$ cat src/rtl/uart_rx.sv
// ----------------------------------------------------------------------------
// uart_rx
//   8N1 serial receiver, LSB first, OVERSAMPLE clocks per bit. The raw line
//   is synchronised, the start bit is validated at its midpoint, data and
//   stop bits are sampled one bit period apart, and each byte is presented
//   with a one-cycle data_valid strobe.
//
// Ports
//   clk_1843200hz  in   OVERSAMPLE x baud clock
//   reset          in   asynchronous, active-high reset
//   rx             in   raw serial line (asynchronous, idles high)
//   data           out  last received byte, first bit received in data[0]
//   data_valid     out  one-cycle strobe, data/framing_error updated
//   framing_error  out  stop bit sampled low; held until next data_valid
//   busy           out  receiver is in any state other than IDLE
// ----------------------------------------------------------------------------
module uart_rx #(
    parameter int OVERSAMPLE = 16,
    parameter int DATA_BITS  = 8
) (
    input  logic                 clk_1843200hz,
    input  logic                 reset,
    input  logic                 rx,
    output logic [DATA_BITS-1:0] data,
    output logic                 data_valid,
    output logic                 framing_error,
    output logic                 busy
);

    localparam int CW  = $clog2(OVERSAMPLE);
    localparam int BCW = $clog2(DATA_BITS + 1);

    typedef enum logic [2:0] {
        S_IDLE,
        S_START,
        S_DATA,
        S_STOP,
        S_BREAK
    } state_t;

    state_t               r_state;
    state_t               w_next;
    logic                 r_sync1;
    logic                 r_sync2;
    logic [CW-1:0]        r_cnt;
    logic [BCW-1:0]       r_bitcnt;
    logic [DATA_BITS-1:0] r_shift;
    logic [DATA_BITS-1:0] r_data;
    logic                 r_valid;
    logic                 r_ferr;

    logic                 w_mid;
    logic                 w_end;
    logic                 w_all_bits;

    assign w_mid      = (r_cnt == CW'(OVERSAMPLE / 2 - 1));
    assign w_end      = (r_cnt == CW'(OVERSAMPLE - 1));
    assign w_all_bits = (r_bitcnt == BCW'(DATA_BITS));

    always_comb begin
        w_next = r_state;
        case (r_state)
            S_IDLE:  if (!r_sync2) w_next = S_START;
            S_START: if (w_mid) w_next = r_sync2 ? S_IDLE : S_DATA;
            // Leaving DATA on the cycle after the last sample puts the stop
            // sample one full bit period plus one clock after bit 7.
            S_DATA:  if (w_all_bits) w_next = S_STOP;
            S_STOP:  if (w_end) w_next = r_sync2 ? S_IDLE : S_BREAK;
            S_BREAK: if (r_sync2) w_next = S_IDLE;
            default: w_next = S_IDLE;
        endcase
    end

    always_ff @(posedge clk_1843200hz or posedge reset) begin
        if (reset) begin
            r_state  <= S_IDLE;
            r_sync1  <= 1'b1;
            r_sync2  <= 1'b1;
            r_cnt    <= '0;
            r_bitcnt <= '0;
            r_shift  <= '0;
            r_data   <= '0;
            r_valid  <= 1'b0;
            r_ferr   <= 1'b0;
        end else begin
            r_sync1 <= rx;
            r_sync2 <= r_sync1;
            r_state <= w_next;
            r_valid <= 1'b0;

            // Within DATA the counter also restarts after each sample so
            // every bit is one bit period apart.
            if ((w_next != r_state) || (r_state == S_DATA && w_end))
                r_cnt <= '0;
            else
                r_cnt <= r_cnt + CW'(1);

            if (r_state == S_START && w_next == S_DATA)
                r_bitcnt <= '0;

            // Shifting in from the top leaves the first bit received in
            // bit 0 after DATA_BITS samples.
            if (r_state == S_DATA && w_end && !w_all_bits) begin
                r_shift  <= {r_sync2, r_shift[DATA_BITS-1:1]};
                r_bitcnt <= r_bitcnt + BCW'(1);
            end

            if (r_state == S_STOP && w_end) begin
                r_data  <= r_shift;
                r_valid <= 1'b1;
                r_ferr  <= ~r_sync2;
            end
        end
    end

    assign data          = r_data;
    assign data_valid    = r_valid;
    assign framing_error = r_ferr;
    assign busy          = (r_state != S_IDLE);

endmodule

$ cat config.mk
export PLATFORM = sky130hd
export DESIGN_NAME = uart_rx
export DESIGN_NICKNAME = d
export VERILOG_FILES = /design/src/rtl/uart_rx.sv
export SDC_FILE = /design/constraint.sdc
export NUM_CORES = 1
export LEC_CHECK = 0
export ABC_CLOCK_PERIOD_IN_PS = 5000
export BUFFER_PORTS_ARGS = -buffer_cell sky130_fd_sc_hd__buf_2
export CAP_MARGIN = 20
export CORE_MARGIN = 1
export CORE_UTILIZATION = 49
export DETAILED_ROUTE_END_ITERATION = 10
export HOLD_SLACK_MARGIN = 0.05
export PLACE_DENSITY = 0.68
export SYNTH_ARGS = -nofsm -noshare
export SYNTH_HDL_FRONTEND = slang
export SYNTH_SLANG_ARGS = --single-unit
$ cat constraint.sdc
create_clock -name clk_1843200hz -period 5 [get_ports clk_1843200hz]
set_clock_uncertainty 0.2 [all_clocks]
set_input_delay 0.25 -clock clk_1843200hz [delete_from_list [all_inputs] [get_ports clk_1843200hz]]
set_output_delay 0.25 -clock clk_1843200hz [all_outputs]
set_load 0.01 [all_outputs]
* Word level (Yosys, flattened, before mapping)
Index checks and enable logic that the tools add are counted.
** Operators by class
- Add/subtract/negate cells :: 2
- Multiply operators :: 0
- Divide/modulo/power cells :: 0
- $lt $le $gt $ge :: 0
- Eq/ne operators :: 9
- Shift operators :: 0
- Mux-type cells :: 12
- Bitwise gates (word level) :: 1
- Reductions and logical operators :: 9
** Operators with widths (number)
- two-way mux 3 bit :: 6
- one-hot mux 3 bit (5 select lines) :: 1
- two-way mux 4 bit :: 3
- equality test 3 x 2 -> 1 bit (second input constant) :: 3
- adder 4 x 1 -> 4 bit (second input constant) :: 2
- equality test 4 bit (second input constant) :: 2
- equality test 4 x 3 -> 1 bit (second input constant) :: 1
- logical AND 1 bit :: 4
- equality test 3 x 1 -> 1 bit (second input constant) :: 1
- equality test 3 bit (second input constant) :: 1
- zero test 3 bit :: 1
- != test 3 bit :: 1
- nonzero test 3 bit :: 1
- two-way mux 2 bit :: 1
- nonzero test 2 bit :: 1
- zero test 1 bit :: 1
- logical OR 1 bit :: 1
- two-way mux 1 bit :: 1
- inverter 1 bit :: 1
** Storage, ports and cells
- Register bits :: 31
- Bits in latches :: 0
- RAM bits :: 0
- Memory bits (read-only) :: 0
- Input bits :: 3
- Output and inout port bits :: 11
- Word-level logic and storage cells :: 42
- Memories kept :: 0

* Logic depth before layout (Yosys ltp)
Gate-level depths: netlist of run 1.
- Depth in word-level cells :: 7
- Gate-level depth with buffers :: 7

* Worst setup path before layout of run 1
OpenSTA, ideal clock, no wires.
- Path kind :: register -> register
- Start :: register r_bitcnt[0]
- End :: register r_bitcnt[2]
- Library setup time :: 0.124 ns
- Arrival :: 1.422 ns
- Slack :: 3.254 ns
- Stages on the path, launching flop included :: 7
- Period minus slack after synthesis :: 1.746 ns
- Path through :: dfrtp_1 > inv_1 > ha_1 > nand3b_1 > nand4_1 > a211o_1 > a211o_1
** Between the ends
- Word-level cells in the longest chain between the ends :: 6
- Elaborated cells on any way between the ends :: 10
** RTL lines
- start: declaration :: line 46 : logic [BCW-1:0] r_bitcnt;
- start signal: assignment :: line 105 : r_bitcnt <= r_bitcnt + BCW'(1);
- equality test 4 bit :: line 58 : assign w_all_bits = (r_bitcnt == BCW'(DATA_BITS));
- two-way mux 3 bit :: line 67 : S_DATA: if (w_all_bits) w_next = S_STOP;
- one-hot mux 3 bit (5 select lines) :: line 62 : case (r_state)
- equality test 3 x 2 -> 1 bit :: line 98 : if (r_state == S_START && w_next == S_DATA)
- logical AND 1 bit :: line 98
- nonzero test 2 bit (no source line)
Parallel ways exist; a longest one is shown, timed or not.
A chain may end at the register's enable or synchronous reset.

* Worst setup path in the final report of run 1
Same ends and word-level chain as after synthesis.

==> report_table.html, run 1 <==
<table>
<tr><th>Metric</th><th>Value</th></tr>
<tr><th colspan="2">Yosys</th></tr>
<tr><td>Unique cell type count in the Yosys netlist</td><td>30</td></tr>
<tr><td>Synth Register Bits</td><td>31</td></tr>
<tr><td>Sequential area share after synthesis</td><td>approximately 55%</td></tr>
<tr><td>Mapped Nets</td><td>114</td></tr>
<tr><td>Number of standard cells after synthesis</td><td>between 100 and 150</td></tr>
<tr><td>Combined area of all synthesized cells</td><td>1410 um^2</td></tr>
<tr><td>Syn. warnings</td><td>0</td></tr>
<tr><td>Per-instance average area after synthesis</td><td>13.1 um^2</td></tr>
<tr><th colspan="2">Critical path</th></tr>
<tr><td>Critical path peak fanout</td><td>4</td></tr>
<tr><td>Arrival time at the worst endpoint</td><td>1.94 ns</td></tr>
<tr><td>Crit Path Category</td><td>reg2reg</td></tr>
<tr><td>Critical path data required time</td><td>5.01 ns</td></tr>
<tr><td>Startpoint types</td><td>flop</td></tr>
<tr><td>Crit end category</td><td>flop</td></tr>
<tr><th colspan="2">Clock network</th></tr>
<tr><td>CTS buffer count</td><td>5</td></tr>
<tr><td>Total setup buffers inserted after CTS</td><td>0</td></tr>
<tr><td>Clk root buf</td><td>sky130_fd_sc_hd__clkbuf_4</td></tr>
<tr><td>Total clock sinks</td><td>31</td></tr>
<tr><td>CTS tree</td><td>done</td></tr>
<tr><td>Post-CTS resize count</td><td>0</td></tr>
<tr><td>Maximum level of the CTS H-tree</td><td>2</td></tr>
<tr><td>Insertion delay to the later sink of the worst-skew pair</td><td>between 0.3 and 0.4 ns</td></tr>
<tr><td>Maximum buffer depth of the clock tree</td><td>2</td></tr>
<tr><td>Clock input transition at the sequential cells of the worst setup and hold paths</td><td>0.09 ns</td></tr>
<tr><th colspan="2">STA</th></tr>
<tr><td>Final-layout worst hold slack</td><td>around 0.16 ns</td></tr>
<tr><td>Headroom to the max-slew limit</td><td>57.1%</td></tr>
<tr><td>RSZ-0062 raised after global routing</td><td>no</td></tr>
<tr><td>Final sum of negative setup slack</td><td>0 ns</td></tr>
<tr><td>Final cycle utilization of the critical path</td><td>around 38%</td></tr>
<tr><td>Transition time of the tightest slew-check pin</td><td>0.643 ns</td></tr>
<tr><td>Final critical delay including setup and external delays</td><td>1.92 ns</td></tr>
<tr><td>Max Clk Rate</td><td>520 MHz</td></tr>
<tr><td>Number of endpoints with negative hold slack in the final report</td><td>0</td></tr>
<tr><td>Setup-violating endpoint count in the final report</td><td>0</td></tr>
<tr><td>Final Max Tran Viols</td><td>0</td></tr>
<tr><th colspan="2">Routing</th></tr>
<tr><td>Routed Antenna Nets</td><td>0</td></tr>
<tr><td>Number of optimization iterations in the first detailed-route pass</td><td>4</td></tr>
<tr><td>Routed wire per std cell</td><td>15.0 um</td></tr>
<tr><td>Post-detailed-route via-to-cell ratio</td><td>5.40</td></tr>
<tr><td>Initial drt markers</td><td>21</td></tr>
<tr><td>Total wire length after detailed routing</td><td>between 2 and 2.5 mm</td></tr>
<tr><td>Drt drc</td><td>0</td></tr>
<tr><td>Vias post-DR</td><td>853</td></tr>
<tr><th colspan="2">GRT</th></tr>
<tr><td>Maximum number of pins on one net before global-route repair</td><td>18</td></tr>
<tr><td>Number of antenna violations at the first check in global routing</td><td>0</td></tr>
<tr><td>Global-route wire length before repair</td><td>4.27 mm</td></tr>
<tr><td>Global-route congestion overflow total</td><td>0</td></tr>
<tr><td>Vias in the first global route</td><td>around 950</td></tr>
<tr><td>Total Routing Usage GR</td><td>a little under a fifth</td></tr>
<tr><th colspan="2">Final layout</th></tr>
<tr><td>Layout cells sized above 1</td><td>37.0%</td></tr>
<tr><td>Final net count</td><td>132</td></tr>
<tr><td>Layout fillers</td><td>223</td></tr>
<tr><td>Synth-to-layout area growth</td><td>12.8%</td></tr>
<tr><td>Antenna diodes</td><td>0</td></tr>
<tr><th colspan="2">Power and ir drop</th></tr>
<tr><td>Worst VDD drop</td><td>0.000387 V</td></tr>
<tr><td>Leakage dissipation</td><td>0.809 nW</td></tr>
<tr><td>Power density normalized to cell area</td><td>412 nW/um^2</td></tr>
<tr><th colspan="2">Floorplanning</th></tr>
<tr><td>Overall die height</td><td>55.7 um</td></tr>
<tr><td>Ports</td><td>14</td></tr>
<tr><td>Die Wd</td><td>55.7 um</td></tr>
<tr><td>Die footprint</td><td>3100 um^2</td></tr>
<tr><td>Starting Density</td><td>51.7%</td></tr>
<tr><td>Core Region</td><td>2730 um^2</td></tr>
<tr><td>Std-Cell Rows</td><td>19</td></tr>
<tr><th colspan="2">Flow run</th></tr>
<tr><td>MaxCap Viol Count</td><td>0</td></tr>
<tr><th colspan="2">Placement</th></tr>
<tr><td>PortBufs</td><td>13</td></tr>
<tr><td>Global placement routability congestion</td><td>0.757</td></tr>
<tr><td>Half-perimeter wire length after detailed placement</td><td>1.68 mm</td></tr>
<tr><th colspan="2">Run status</th></tr>
<tr><td>Run status</td><td>finished clean</td></tr>
<tr><th colspan="2">Min path</th></tr>
<tr><td>Path type of the worst min-delay path</td><td>reg2reg</td></tr>
</table>
[layout make-up]
cell class	count	area, um^2	area share (%)
Multi-Input combinational cell	65	552	34.6
Clock buffer	6	51.3	3.22
Inverter	7	26.3	1.65
Clock inverter	2	35.0	2.20
Timing Repair Buffer	16	113	7.06
Sequential cell	31	778	48.8
Tap cell	31	38.8	2.43
[what timing repair did]
| item | in CTS | in global routing |
|---|---|---|
| hold buffers | 2 | 0 |
| endpoints found under the hold margin | 15 | 0 |
| endpoints found under the setup margin | 0 | 0 |
[worst max-delay path: stages, from the launching register on]
cell and delay [ns]:
sky130_fd_sc_hd__dfrtp_1 0.41, sky130_fd_sc_hd__inv_1 0.06, sky130_fd_sc_hd__ha_1 0.21, sky130_fd_sc_hd__nand3b_1 0.19, sky130_fd_sc_hd__nand4_1 0.12, sky130_fd_sc_hd__a211o_1 0.34
sky130_fd_sc_hd__a211o_1 0.30
[stage by stage]
stage | setup WS [ns] | total power (W) | utilization (%) | cells | area [um^2]
after floorplan | 3.25 | 0.000439 | - | 108 | 1410
after global placement | 3.13 | 0.000447 | 53.4 | 147 | 1460
after detailed placement | 3.10 | 0.000459 | 54.4 | 148 | 1490
after CTS | 3.07 | 0.000666 | 58.3 | 158 | 1590
after global routing | 2.95 | 0.000696 | 58.3 | 158 | 1590
final | 3.08 | 0.000657 | 58.3 | 158 | 1590
[synth_stat cells]
master	number	share of area, %
sky130_fd_sc_hd__and2_1	1	0.44
sky130_fd_sc_hd__nand3_1	3	1.1
sky130_fd_sc_hd__a211o_1	3	1.9
sky130_fd_sc_hd__or3_1	1	0.44
sky130_fd_sc_hd__a22o_2	1	0.71
sky130_fd_sc_hd__dfstp_2	2	3.7
sky130_fd_sc_hd__a311oi_1	2	1.2
sky130_fd_sc_hd__nand4_1	1	0.44
sky130_fd_sc_hd__mux2_2	17	14
sky130_fd_sc_hd__and3b_2	1	0.71
sky130_fd_sc_hd__o32ai_2	1	1.2
sky130_fd_sc_hd__xor2_1	1	0.62
sky130_fd_sc_hd__buf_6	5	4.0
sky130_fd_sc_hd__ha_1	3	2.7
sky130_fd_sc_hd__nor2b_1	1	0.44
sky130_fd_sc_hd__nor2b_4	1	0.97
sky130_fd_sc_hd__dfrtp_1	29	51
sky130_fd_sc_hd__nor2_1	10	2.7
sky130_fd_sc_hd__nor3b_1	2	1.1
sky130_fd_sc_hd__a211oi_1	2	1.1
sky130_fd_sc_hd__nand3b_1	1	0.53
sky130_fd_sc_hd__nand4_4	1	1.5
sky130_fd_sc_hd__o2bb2ai_1	1	0.62
sky130_fd_sc_hd__nand2_1	3	0.80
sky130_fd_sc_hd__nor3_4	1	1.2
sky130_fd_sc_hd__xnor2_1	2	1.2
sky130_fd_sc_hd__inv_1	7	1.9
sky130_fd_sc_hd__and4b_1	1	0.71
sky130_fd_sc_hd__a21oi_1	2	0.71
sky130_fd_sc_hd__nor3_1	2	0.71
[placed cells by master, fill, tap and decap left out, drive strengths merged, types with 3 or more instances in the layout]
| cell | instances |
|---|---|
| nor2 | 10 |
| clkbuf | 6 |
| dfrtp | 29 |
| buf | 14 |
| nand3 | 3 |
| nand2 | 3 |
| nor3 | 3 |
| ha | 3 |
| inv | 7 |
| mux2 | 17 |
| a211o | 3 |
[flip-flops by register name, indices dropped and copies added (netlist names)]
| signal | flops |
|---|---|
| r_bitcnt | 4 |
| r_shift | 8 |
| data | 8 |
| r_sync1 | 1 |
| r_sync2 | 1 |
| framing_error | 1 |
| r_state | 3 |
| data_valid | 1 |
| r_cnt | 4 |
[per-layer routing]
| metal | GRT usage, % | routed length, um | vias to the layer above |
|---|---|---|---|
| li1 | - | - | 415 |
| met1 | 22.6 | 1070 | 418 |
| met2 | 31.0 | 1200 | 16 |
| met3 | 4.19 | 70 | 4 |
| met4 | 8.57 | 31 | 0 |
| met5 | 0 | 0 | - |
[report_power, final]
group          internal, W  switching [W]
clock network     0.000118      0.0000840
registers         0.000282      0.0000405
logic            0.0000621      0.0000706
[logic make-up (layout without fill, tap and decap cells)]
family	after synthesis	in the layout	share of synthesized area, %
muxes	17	17	13.6
and+or+nand+nor	30	30	13.6
xor gates and xnor gates	3	3	1.86
DFF	31	31	55.1
adders and majority gates	3	3	2.66
buffers and inverters	12	31	5.85
AOI/OAI and AO/OA	12	12	7.35
[final timing paths]
kind / start / to / slack (ns) / cells after the start
min in group asynchronous: reset / r_state[2] / 0.36 / 3
max reg2reg: r_bitcnt[0] / r_bitcnt[2] / 3.08 / 6
max in group asynchronous: reset / r_sync1 / 3.65 / 4
max: r_bitcnt[0] / r_bitcnt[2] / 3.08 / 6
min: r_sync1 / r_sync2 / 0.16 / 0
min reg2reg: r_sync1 / r_sync2 / 0.16 / 0
No activity file was read; power rests on OpenSTA's default activity.
==> inputs of run 2 (changes only) <==
--- a/config.mk
+++ b/config.mk
@@ -5,7 +5,8 @@
 export SDC_FILE = /design/constraint.sdc
 export NUM_CORES = 1
 export LEC_CHECK = 0
-export ABC_CLOCK_PERIOD_IN_PS = 5000
+export ABC_AREA = 1
+export ABC_CLOCK_PERIOD_IN_PS = 1900
 export BUFFER_PORTS_ARGS = -buffer_cell sky130_fd_sc_hd__buf_2
 export CAP_MARGIN = 20
 export CORE_MARGIN = 1
==> constraint.sdc (replaced) <==
create_clock -name clk_1843200hz -period 1.9 [get_ports clk_1843200hz]
set_clock_uncertainty 0.2 [all_clocks]
set_input_delay 0.095 -clock clk_1843200hz [delete_from_list [all_inputs] [get_ports clk_1843200hz]]
set_output_delay 0.095 -clock clk_1843200hz [all_outputs]
set_load 0.01 [all_outputs]
==> report_table.html, run 2 <==
<table>
<tr><th>Metric</th><th>Value</th></tr>
<tr><th colspan="2">Run status</th></tr>
<tr><td>Run status</td><td>finished clean</td></tr>
<tr><th colspan="2">Placement</th></tr>
<tr><td>Pre-CTS WS</td><td>0.248 ns (-2.86 ns)</td></tr>
<tr><td>Inst Count DP</td><td>189 (+28%)</td></tr>
<tr><td>PortBufs</td><td>13 (unchanged)</td></tr>
<tr><td>Global placement routability congestion</td><td>0.890 (+18%)</td></tr>
<tr><td>Half-perimeter wire length after detailed placement</td><td>1.69 mm (+0.45%)</td></tr>
<tr><th colspan="2">Routing</th></tr>
<tr><td>Drt drc</td><td>0 (unchanged)</td></tr>
<tr><td>Initial drt markers</td><td>56 (+170%)</td></tr>
<tr><td>Total wire length after detailed routing</td><td>2.33 mm (-1.6%)</td></tr>
<tr><td>Vias post-DR</td><td>1,006 (+18%)</td></tr>
<tr><td>Routed Antenna Nets</td><td>0 (unchanged)</td></tr>
<tr><td>Number of optimization iterations in the first detailed-route pass</td><td>4 (unchanged)</td></tr>
<tr><td>Routed wire per std cell</td><td>11.8 um (-22%)</td></tr>
<tr><td>Post-detailed-route via-to-cell ratio</td><td>5.08 (-5.9%)</td></tr>
<tr><th colspan="2">GRT</th></tr>
<tr><td>Global-route congestion overflow total</td><td>0 (unchanged)</td></tr>
<tr><td>GR Layer Usage met1</td><td>21.2% (-1.4 points)</td></tr>
<tr><td>Global-route wire length before repair</td><td>4.17 mm (-2.4%)</td></tr>
<tr><td>Maximum number of pins on one net before global-route repair</td><td>32 (+14)</td></tr>
<tr><td>Fraction of met3 tracks used by global routing</td><td>4.84% (+0.65 points)</td></tr>
<tr><td>Layer with the highest usage</td><td>met2</td></tr>
<tr><td>Total Routing Usage GR</td><td>17.3% (-1.1 points)</td></tr>
<tr><td>Number of antenna violations at the first check in global routing</td><td>0 (unchanged)</td></tr>
<tr><td>Vias in the first global route</td><td>998 (+4.8%)</td></tr>
<tr><td>Met2 track demand over resource</td><td>28.2% (-2.7 points)</td></tr>
<tr><th colspan="2">Power and ir drop</th></tr>
<tr><td>Final Total Pwr</td><td>0.00151 W (+130%)</td></tr>
<tr><td>Leakage dissipation</td><td>0.812 nW (+0.30%)</td></tr>
<tr><td>Power density normalized to cell area</td><td>933 nW/um^2 (+130%)</td></tr>
<tr><td>Worst VDD drop</td><td>0.000796 V (+110%)</td></tr>
<tr><th colspan="2">Yosys</th></tr>
<tr><td>Count leader, synth</td><td>sky130_fd_sc_hd__nand2_1</td></tr>
<tr><td>Fraction of registers with async set/reset</td><td>100% (unchanged)</td></tr>
<tr><td>Mapped Nets</td><td>151 (+32%)</td></tr>
<tr><td>Sequential area share after synthesis</td><td>53.8% (-1.3 points)</td></tr>
<tr><td>Per-instance average area after synthesis</td><td>9.98 um^2 (-24%)</td></tr>
<tr><td>Unique cell type count in the Yosys netlist</td><td>23 (-23%)</td></tr>
<tr><td>Combined area of all synthesized cells</td><td>1450 um^2 (+2.5%)</td></tr>
<tr><td>Most common library cells after synthesis</td><td>sky130_fd_sc_hd__nand2_1, sky130_fd_sc_hd__dfrtp_1, sky130_fd_sc_hd__inv_1, sky130_fd_sc_hd__o21ai_2, sky130_fd_sc_hd__nor2_1</td></tr>
<tr><td>Syn. warnings</td><td>0 (unchanged)</td></tr>
<tr><td>Flip-flop cell with the highest count after synthesis</td><td>sky130_fd_sc_hd__dfrtp_1</td></tr>
<tr><td>Post-synth top area cell</td><td>sky130_fd_sc_hd__dfrtp_1</td></tr>
<tr><td>Synth Register Bits</td><td>31 (unchanged)</td></tr>
<tr><td>Biggest area contributors in the synthesized netlist</td><td>sky130_fd_sc_hd__dfrtp_1, sky130_fd_sc_hd__o21ai_2, sky130_fd_sc_hd__nand2_1, sky130_fd_sc_hd__inv_1, sky130_fd_sc_hd__dfstp_2</td></tr>
<tr><td>Number of synthesized flops with an enable pin</td><td>0 (unchanged)</td></tr>
<tr><td>Number of standard cells after synthesis</td><td>145 (+34%)</td></tr>
<tr><td>Area share of the largest cell type after synthesis</td><td>50.1% (-1.2 points)</td></tr>
<tr><th colspan="2">Flow run</th></tr>
<tr><td>MaxCap Viol Count</td><td>0 (unchanged)</td></tr>
<tr><th colspan="2">Floorplanning</th></tr>
<tr><td>Ports</td><td>14 (unchanged)</td></tr>
<tr><td>Starting Density</td><td>52.0% (+0.38 points)</td></tr>
<tr><td>Die footprint</td><td>3180 um^2 (+2.4%)</td></tr>
<tr><td>Std-Cell Rows</td><td>19 (unchanged)</td></tr>
<tr><td>Overall die height</td><td>56.4 um (+1.2%)</td></tr>
<tr><td>Core Region</td><td>2780 um^2 (+1.7%)</td></tr>
<tr><td>Die Wd</td><td>56.4 um (+1.2%)</td></tr>
<tr><th colspan="2">Clock network</th></tr>
<tr><td>CTS tree</td><td>done</td></tr>
<tr><td>Post-CTS resize count</td><td>0 (unchanged)</td></tr>
<tr><td>Insertion delay to the later sink of the worst-skew pair</td><td>0.33 ns (about the same)</td></tr>
<tr><td>Total clock sinks</td><td>31 (unchanged)</td></tr>
<tr><td>Maximum level of the CTS H-tree</td><td>2 (unchanged)</td></tr>
<tr><td>Maximum buffer depth of the clock tree</td><td>2 (unchanged)</td></tr>
<tr><td>Clock input transition at the sequential cells of the worst setup and hold paths</td><td>0.10 ns (about the same)</td></tr>
<tr><td>CTS buffer count</td><td>5 (unchanged)</td></tr>
<tr><td>Clk root buf</td><td>sky130_fd_sc_hd__clkbuf_4</td></tr>
<tr><td>Total setup buffers inserted after CTS</td><td>0 (unchanged)</td></tr>
<tr><th colspan="2">Final layout</th></tr>
<tr><td>Highest-count cells in the layout ignoring fill and taps</td><td>sky130_fd_sc_hd__nand2_1, sky130_fd_sc_hd__dfrtp_1, sky130_fd_sc_hd__inv_1, sky130_fd_sc_hd__o21ai_2, sky130_fd_sc_hd__buf_2</td></tr>
<tr><td>Most common cell after layout, fill and taps aside</td><td>sky130_fd_sc_hd__nand2_1</td></tr>
<tr><td>Final net count</td><td>173 (+31%)</td></tr>
<tr><td>Antenna diodes</td><td>0 (unchanged)</td></tr>
<tr><td>Count of placed standard cells in the final layout, fillers left out</td><td>198 (+25%)</td></tr>
<tr><td>Final cell utilization of the core</td><td>58.1% (-0.19 points)</td></tr>
<tr><td>Layout cells sized above 1</td><td>35.9% (-1.1 points)</td></tr>
<tr><td>Register area</td><td>778 um^2 (unchanged)</td></tr>
<tr><td>Layout fillers</td><td>252 (+13%)</td></tr>
<tr><td>Synth-to-layout area growth</td><td>11.7%</td></tr>
<tr><td>Area of the multi-input gates</td><td>552 um^2 (unchanged)</td></tr>
<tr><th colspan="2">Critical path</th></tr>
<tr><td>Critical path peak fanout</td><td>16 (+12)</td></tr>
<tr><td>Critical path data required time</td><td>1.92 ns (-3.09 ns)</td></tr>
<tr><td>Arrival time at the worst endpoint</td><td>1.71 ns (-0.23 ns)</td></tr>
<tr><td>Worst reg2reg endpoint</td><td>r_shift[4]</td></tr>
<tr><td>Startpoint types</td><td>flop</td></tr>
<tr><td>Critical register-to-register path startpoint</td><td>r_cnt[0]</td></tr>
<tr><td>Cells on worst reg2reg path</td><td>7 (+1)</td></tr>
<tr><td>Setup crit start</td><td>r_cnt[0]</td></tr>
<tr><td>Destination of the critical timing path</td><td>r_shift[4]</td></tr>
<tr><td>R2r setup slk</td><td>0.22 ns (-2.86 ns)</td></tr>
<tr><td>Crit Path Category</td><td>reg2reg</td></tr>
<tr><td>Crit end category</td><td>flop</td></tr>
<tr><th colspan="2">Min path</th></tr>
<tr><td>Path type of the worst min-delay path</td><td>reg2reg</td></tr>
<tr><th colspan="2">STA</th></tr>
<tr><td>Number of endpoints with negative hold slack in the final report</td><td>0 (unchanged)</td></tr>
<tr><td>Final cycle utilization of the critical path</td><td>88.5% (+50 points)</td></tr>
<tr><td>Max Clk Rate</td><td>595 MHz (+14%)</td></tr>
<tr><td>Setup-violating endpoint count in the final report</td><td>0 (unchanged)</td></tr>
<tr><td>Final critical-path setup slack</td><td>0.218 ns (-2.86 ns)</td></tr>
<tr><td>RSZ-0062 raised after global routing</td><td>no</td></tr>
<tr><td>Final critical delay including setup and external delays</td><td>1.68 ns (-0.241 ns)</td></tr>
<tr><td>Headroom to the max-slew limit</td><td>74.3% (+17 points)</td></tr>
<tr><td>Final sum of negative setup slack</td><td>0 ns (unchanged)</td></tr>
<tr><td>Final Max Tran Viols</td><td>0 (unchanged)</td></tr>
<tr><td>Transition time of the tightest slew-check pin</td><td>0.386 ns (-0.257 ns)</td></tr>
</table>
==> run 2: what timing repair did <==
| item | in CTS | in global routing |
|---|---|---|
| endpoints found under the setup margin | 0 | 0 |
| hold endpoints to repair | 32 | 0 |
| hold buffers | 2 | 0 |
==> run 2: metrics by stage <==
step	cell area, um^2	hold WS, ns
2_1_floorplan	1450	-0.101
3_3_place_gp	1540	-0.0191
3_5_place_dp	1540	-0.00591
4_1_cts	1620	0.162
5_1_grt	1620	0.169
6_report	1620	0.159
==> run 2: area by class of cell <==
| type | instances | share of cell area, % |
|---|---|---|
| multi-input combinational | 90 | 34.1 |
| tap | 31 | 2.40 |
| sequential | 31 | 48.1 |
| timing repair buffer | 18 | 6.66 |
| inverter | 21 | 5.19 |
| clock inverter | 1 | 0.310 |
| clock buffer | 6 | 3.17 |
==> run 2: kinds of logic (layout without fill, tap and decap cells) <==
group / Yosys count / in the layout / share of synthesized area (%)
xor gates and xnor gates: 4 / 4 / 2.42
buffers and inverters: 24 / 46 / 8.12
and+or+nand+nor: 60 / 60 / 20.3
DFF: 31 / 31 / 53.8
AOI/OAI and AO/OA: 23 / 23 / 12.8
adders and majority gates: 3 / 3 / 2.59
==> run 2: report_power, final <==
| part | switching (W) | internal (W) | leakage [nW] |
|---|---|---|---|
| Sequential | 0.0000660 | 0.000740 | 0.414 |
| Clock | 0.000219 | 0.000171 | 0.0341 |
| Combinational | 0.000190 | 0.000123 | 0.364 |
==> run 2: worst min-delay path by stage <==
stage          endpoint  cells past startpoint  startpoint
2_1_floorplan   r_sync1                      0          rx
6_report        r_sync2                      0     r_sync1
3_5_place_dp    data[0]                      3       reset
3_3_place_gp    data[0]                      3       reset
5_1_grt         r_sync2                      0     r_sync1
4_1_cts         r_sync2                      0     r_sync1
==> run 2: layer usage <==
layer  routed length (um)  share of wire (%)
met5                    0                  0
met2                 1120                 48
met1                 1050                 45
met3                  106                4.6
met4                   50                2.1
==> run 2: worst max-delay path, stage by stage (launching register included) <==
cell,delay (ns)
sky130_fd_sc_hd__dfrtp_1,0.38
sky130_fd_sc_hd__ha_1,0.23
sky130_fd_sc_hd__nand3_2,0.14
sky130_fd_sc_hd__inv_1,0.14
sky130_fd_sc_hd__nand3_2,0.10
sky130_fd_sc_hd__buf_4,0.22
sky130_fd_sc_hd__nand2_1,0.10
sky130_fd_sc_hd__o21ai_2,0.05
==> inputs of run 3 (changes only) <==
--- a/config.mk
+++ b/config.mk
@@ -13,7 +13,7 @@
 export CORE_UTILIZATION = 49
 export DETAILED_ROUTE_END_ITERATION = 10
 export HOLD_SLACK_MARGIN = 0.05
-export PLACE_DENSITY = 0.68
+export PLACE_DENSITY_LB_ADDON = 0.1
 export SYNTH_ARGS = -nofsm -noshare
 export SYNTH_HDL_FRONTEND = slang
 export SYNTH_SLANG_ARGS = --single-unit
==> report_table.html, run 3 (synthesis results as in run 2) <==
<table>
<tr><th>Metric</th><th>Value</th></tr>
<tr><th colspan="2">Final layout</th></tr>
<tr><td>Highest-count cells in the layout ignoring fill and taps</td><td>sky130_fd_sc_hd__nand2_1, sky130_fd_sc_hd__dfrtp_1, sky130_fd_sc_hd__inv_1, sky130_fd_sc_hd__o21ai_2, sky130_fd_sc_hd__buf_2</td></tr>
<tr><td>Final net count</td><td>173 (unchanged)</td></tr>
<tr><td>Most common cell after layout, fill and taps aside</td><td>sky130_fd_sc_hd__nand2_1</td></tr>
<tr><td>Antenna diodes</td><td>0 (unchanged)</td></tr>
<tr><td>Layout fillers</td><td>229 (-9.1%)</td></tr>
<tr><td>Design Area, Final</td><td>1650 um^2 (+1.9%)</td></tr>
<tr><td>Synth-to-layout area growth</td><td>13.7%</td></tr>
<tr><td>Layout cells sized above 1</td><td>36.3% (+0.38 points)</td></tr>
<tr><td>Final cell utilization of the core</td><td>59.2% (+1.1 points)</td></tr>
<tr><th colspan="2">Critical path</th></tr>
<tr><td>Critical path data required time</td><td>1.91 ns (about the same)</td></tr>
<tr><td>Startpoint types</td><td>flop</td></tr>
<tr><td>Crit end category</td><td>flop</td></tr>
<tr><td>Critical path peak fanout</td><td>16 (unchanged)</td></tr>
<tr><td>Arrival time at the worst endpoint</td><td>1.67 ns (-0.04 ns)</td></tr>
<tr><td>Crit Path Category</td><td>reg2reg</td></tr>
<tr><th colspan="2">Placement</th></tr>
<tr><td>Pre-CTS WS</td><td>0.238 ns (-0.00996 ns)</td></tr>
<tr><td>Half-perimeter wire length after detailed placement</td><td>1.63 mm (-3.6%)</td></tr>
<tr><td>Area after detailed placement</td><td>1540 um^2 (unchanged)</td></tr>
<tr><td>PortBufs</td><td>13 (unchanged)</td></tr>
<tr><td>Global placement routability congestion</td><td>0.804 (-9.7%)</td></tr>
<tr><th colspan="2">STA</th></tr>
<tr><td>Number of endpoints with negative hold slack in the final report</td><td>0 (unchanged)</td></tr>
<tr><td>Headroom to the max-slew limit</td><td>74.2% (-0.079 points)</td></tr>
<tr><td>Final critical-path setup slack</td><td>0.238 ns (+0.0193 ns)</td></tr>
<tr><td>Final Max Tran Viols</td><td>0 (unchanged)</td></tr>
<tr><td>Max Clk Rate</td><td>602 MHz (+1.2%)</td></tr>
<tr><td>RSZ-0062 raised after global routing</td><td>no</td></tr>
<tr><td>Final critical delay including setup and external delays</td><td>1.66 ns (-0.0193 ns)</td></tr>
<tr><td>Final cycle utilization of the critical path</td><td>87.5% (-1.0 points)</td></tr>
<tr><td>Transition time of the tightest slew-check pin</td><td>0.387 ns (+0.00119 ns)</td></tr>
<tr><td>Final sum of negative setup slack</td><td>0 ns (unchanged)</td></tr>
<tr><td>Setup-violating endpoint count in the final report</td><td>0 (unchanged)</td></tr>
<tr><th colspan="2">Clock network</th></tr>
<tr><td>Insertion delay to the later sink of the worst-skew pair</td><td>0.32 ns (about the same)</td></tr>
<tr><td>Clock input transition at the sequential cells of the worst setup and hold paths</td><td>0.09 ns (about the same)</td></tr>
<tr><td>Total clock sinks</td><td>31 (unchanged)</td></tr>
<tr><td>Clk root buf</td><td>sky130_fd_sc_hd__clkbuf_4</td></tr>
<tr><td>CTS tree</td><td>done</td></tr>
<tr><td>Maximum buffer depth of the clock tree</td><td>2 (unchanged)</td></tr>
<tr><td>CTS buffer count</td><td>5 (unchanged)</td></tr>
<tr><td>Post-CTS resize count</td><td>0 (unchanged)</td></tr>
<tr><td>Maximum level of the CTS H-tree</td><td>2 (unchanged)</td></tr>
<tr><th colspan="2">Routing</th></tr>
<tr><td>Initial drt markers</td><td>48 (-14%)</td></tr>
<tr><td>Total wire length after detailed routing</td><td>2.24 mm (-4.0%)</td></tr>
<tr><td>Routed wire per std cell</td><td>11.2 um (-4.5%)</td></tr>
<tr><td>Number of optimization iterations in the first detailed-route pass</td><td>5 (+1)</td></tr>
<tr><td>Drt drc</td><td>0 (unchanged)</td></tr>
<tr><td>Post-detailed-route via-to-cell ratio</td><td>5.04 (-0.90%)</td></tr>
<tr><td>Vias post-DR</td><td>1,002 (-0.40%)</td></tr>
<tr><td>Routed Antenna Nets</td><td>0 (unchanged)</td></tr>
<tr><th colspan="2">GRT</th></tr>
<tr><td>Total Routing Usage GR</td><td>17.2% (-0.082 points)</td></tr>
<tr><td>Vias in the first global route</td><td>1,027 (+2.9%)</td></tr>
<tr><td>Number of antenna violations at the first check in global routing</td><td>0 (unchanged)</td></tr>
<tr><td>Maximum number of pins on one net before global-route repair</td><td>32 (unchanged)</td></tr>
<tr><td>Global-route wire length before repair</td><td>4.26 mm (+2.2%)</td></tr>
<tr><td>Global-route congestion overflow total</td><td>0 (unchanged)</td></tr>
<tr><th colspan="2">Power and ir drop</th></tr>
<tr><td>Worst VDD drop</td><td>0.000991 V (+25%)</td></tr>
<tr><td>Power density normalized to cell area</td><td>994 nW/um^2 (+6.6%)</td></tr>
<tr><td>Leakage dissipation</td><td>0.826 nW (+1.7%)</td></tr>
<tr><th colspan="2">Floorplanning</th></tr>
<tr><td>Overall die height</td><td>56.4 um (unchanged)</td></tr>
<tr><td>Std-Cell Rows</td><td>19 (unchanged)</td></tr>
<tr><td>Starting Density</td><td>52.0% (unchanged)</td></tr>
<tr><td>Ports</td><td>14 (unchanged)</td></tr>
<tr><td>Core Region</td><td>2780 um^2 (unchanged)</td></tr>
<tr><td>Die footprint</td><td>3180 um^2 (unchanged)</td></tr>
<tr><td>Die Wd</td><td>56.4 um (unchanged)</td></tr>
<tr><th colspan="2">Run status</th></tr>
<tr><td>Run status</td><td>finished clean</td></tr>
<tr><th colspan="2">Flow run</th></tr>
<tr><td>MaxCap Viol Count</td><td>0 (unchanged)</td></tr>
<tr><th colspan="2">Min path</th></tr>
<tr><td>Path type of the worst min-delay path</td><td>reg2reg</td></tr>
</table>
## run 3: where the power goes
part           switching (W)  internal, W
Combinational       0.000183     0.000123
Sequential         0.0000669     0.000740
Clock               0.000214     0.000311
## run 3: area by class of cell
cell class / count / area, um^2 / share of cell area [%]
inverter: 21 / 83.8 / 5.09
multi-input combinational: 90 / 552 / 33.5
tap: 31 / 38.8 / 2.36
clock buffer: 6 / 51.3 / 3.12
clock inverter: 2 / 35.0 / 2.13
timing repair buffer: 18 / 108 / 6.53
sequential: 31 / 778 / 47.3
## run 3: path summary, 6_finish.rpt
check	endpoint	start	slack, ns	cells after the start
worst max-delay path	r_shift[6]	r_cnt[0]	0.24	7
worst max register to register	r_shift[6]	r_cnt[0]	0.24	7
worst min register to register	r_sync2	r_sync1	0.16	0
worst min-delay path	r_sync2	r_sync1	0.16	0
max in group asynchronous	r_sync2	reset	0.97	4
min in group asynchronous	data[3]	reset	0.19	4
## run 3: repair_timing
action,in CTS,in global routing
setup buffers,0,0
hold buffers,2,0
endpoints found under the hold margin,32,0
## run 3: through the flow
step	hold slack, ns	total power [W]	std cells
after global placement	-0.0134	0.00111	189
after CTS	0.164	0.00167	199
after global routing	0.170	0.00176	199
after floorplan	-0.101	0.00106	145
final	0.161	0.00164	199
after detailed placement	0.00190	0.00113	189
## run 3: critical path, stage by stage (launching register included)
cell                      delay (ns)
sky130_fd_sc_hd__dfrtp_1        0.38
sky130_fd_sc_hd__ha_1           0.22
sky130_fd_sc_hd__nand3_2        0.13
sky130_fd_sc_hd__inv_1          0.13
sky130_fd_sc_hd__nand3_2        0.10
sky130_fd_sc_hd__buf_4          0.22
sky130_fd_sc_hd__nand2_1        0.10
sky130_fd_sc_hd__o21ai_2        0.05
## run 3: per-layer routing
layer | track usage [%] | wire (um) | vias up | share of wire, %
met1 | 22.0 | 1070 | 480 | 48
met3 | 6.22 | 71 | 2 | 3.2
li1 | - | - | 504 | -
met5 | 0 | 0 | - | 0
met4 | 5.23 | 19 | 0 | 0.85
met2 | 27.6 | 1070 | 16 | 48
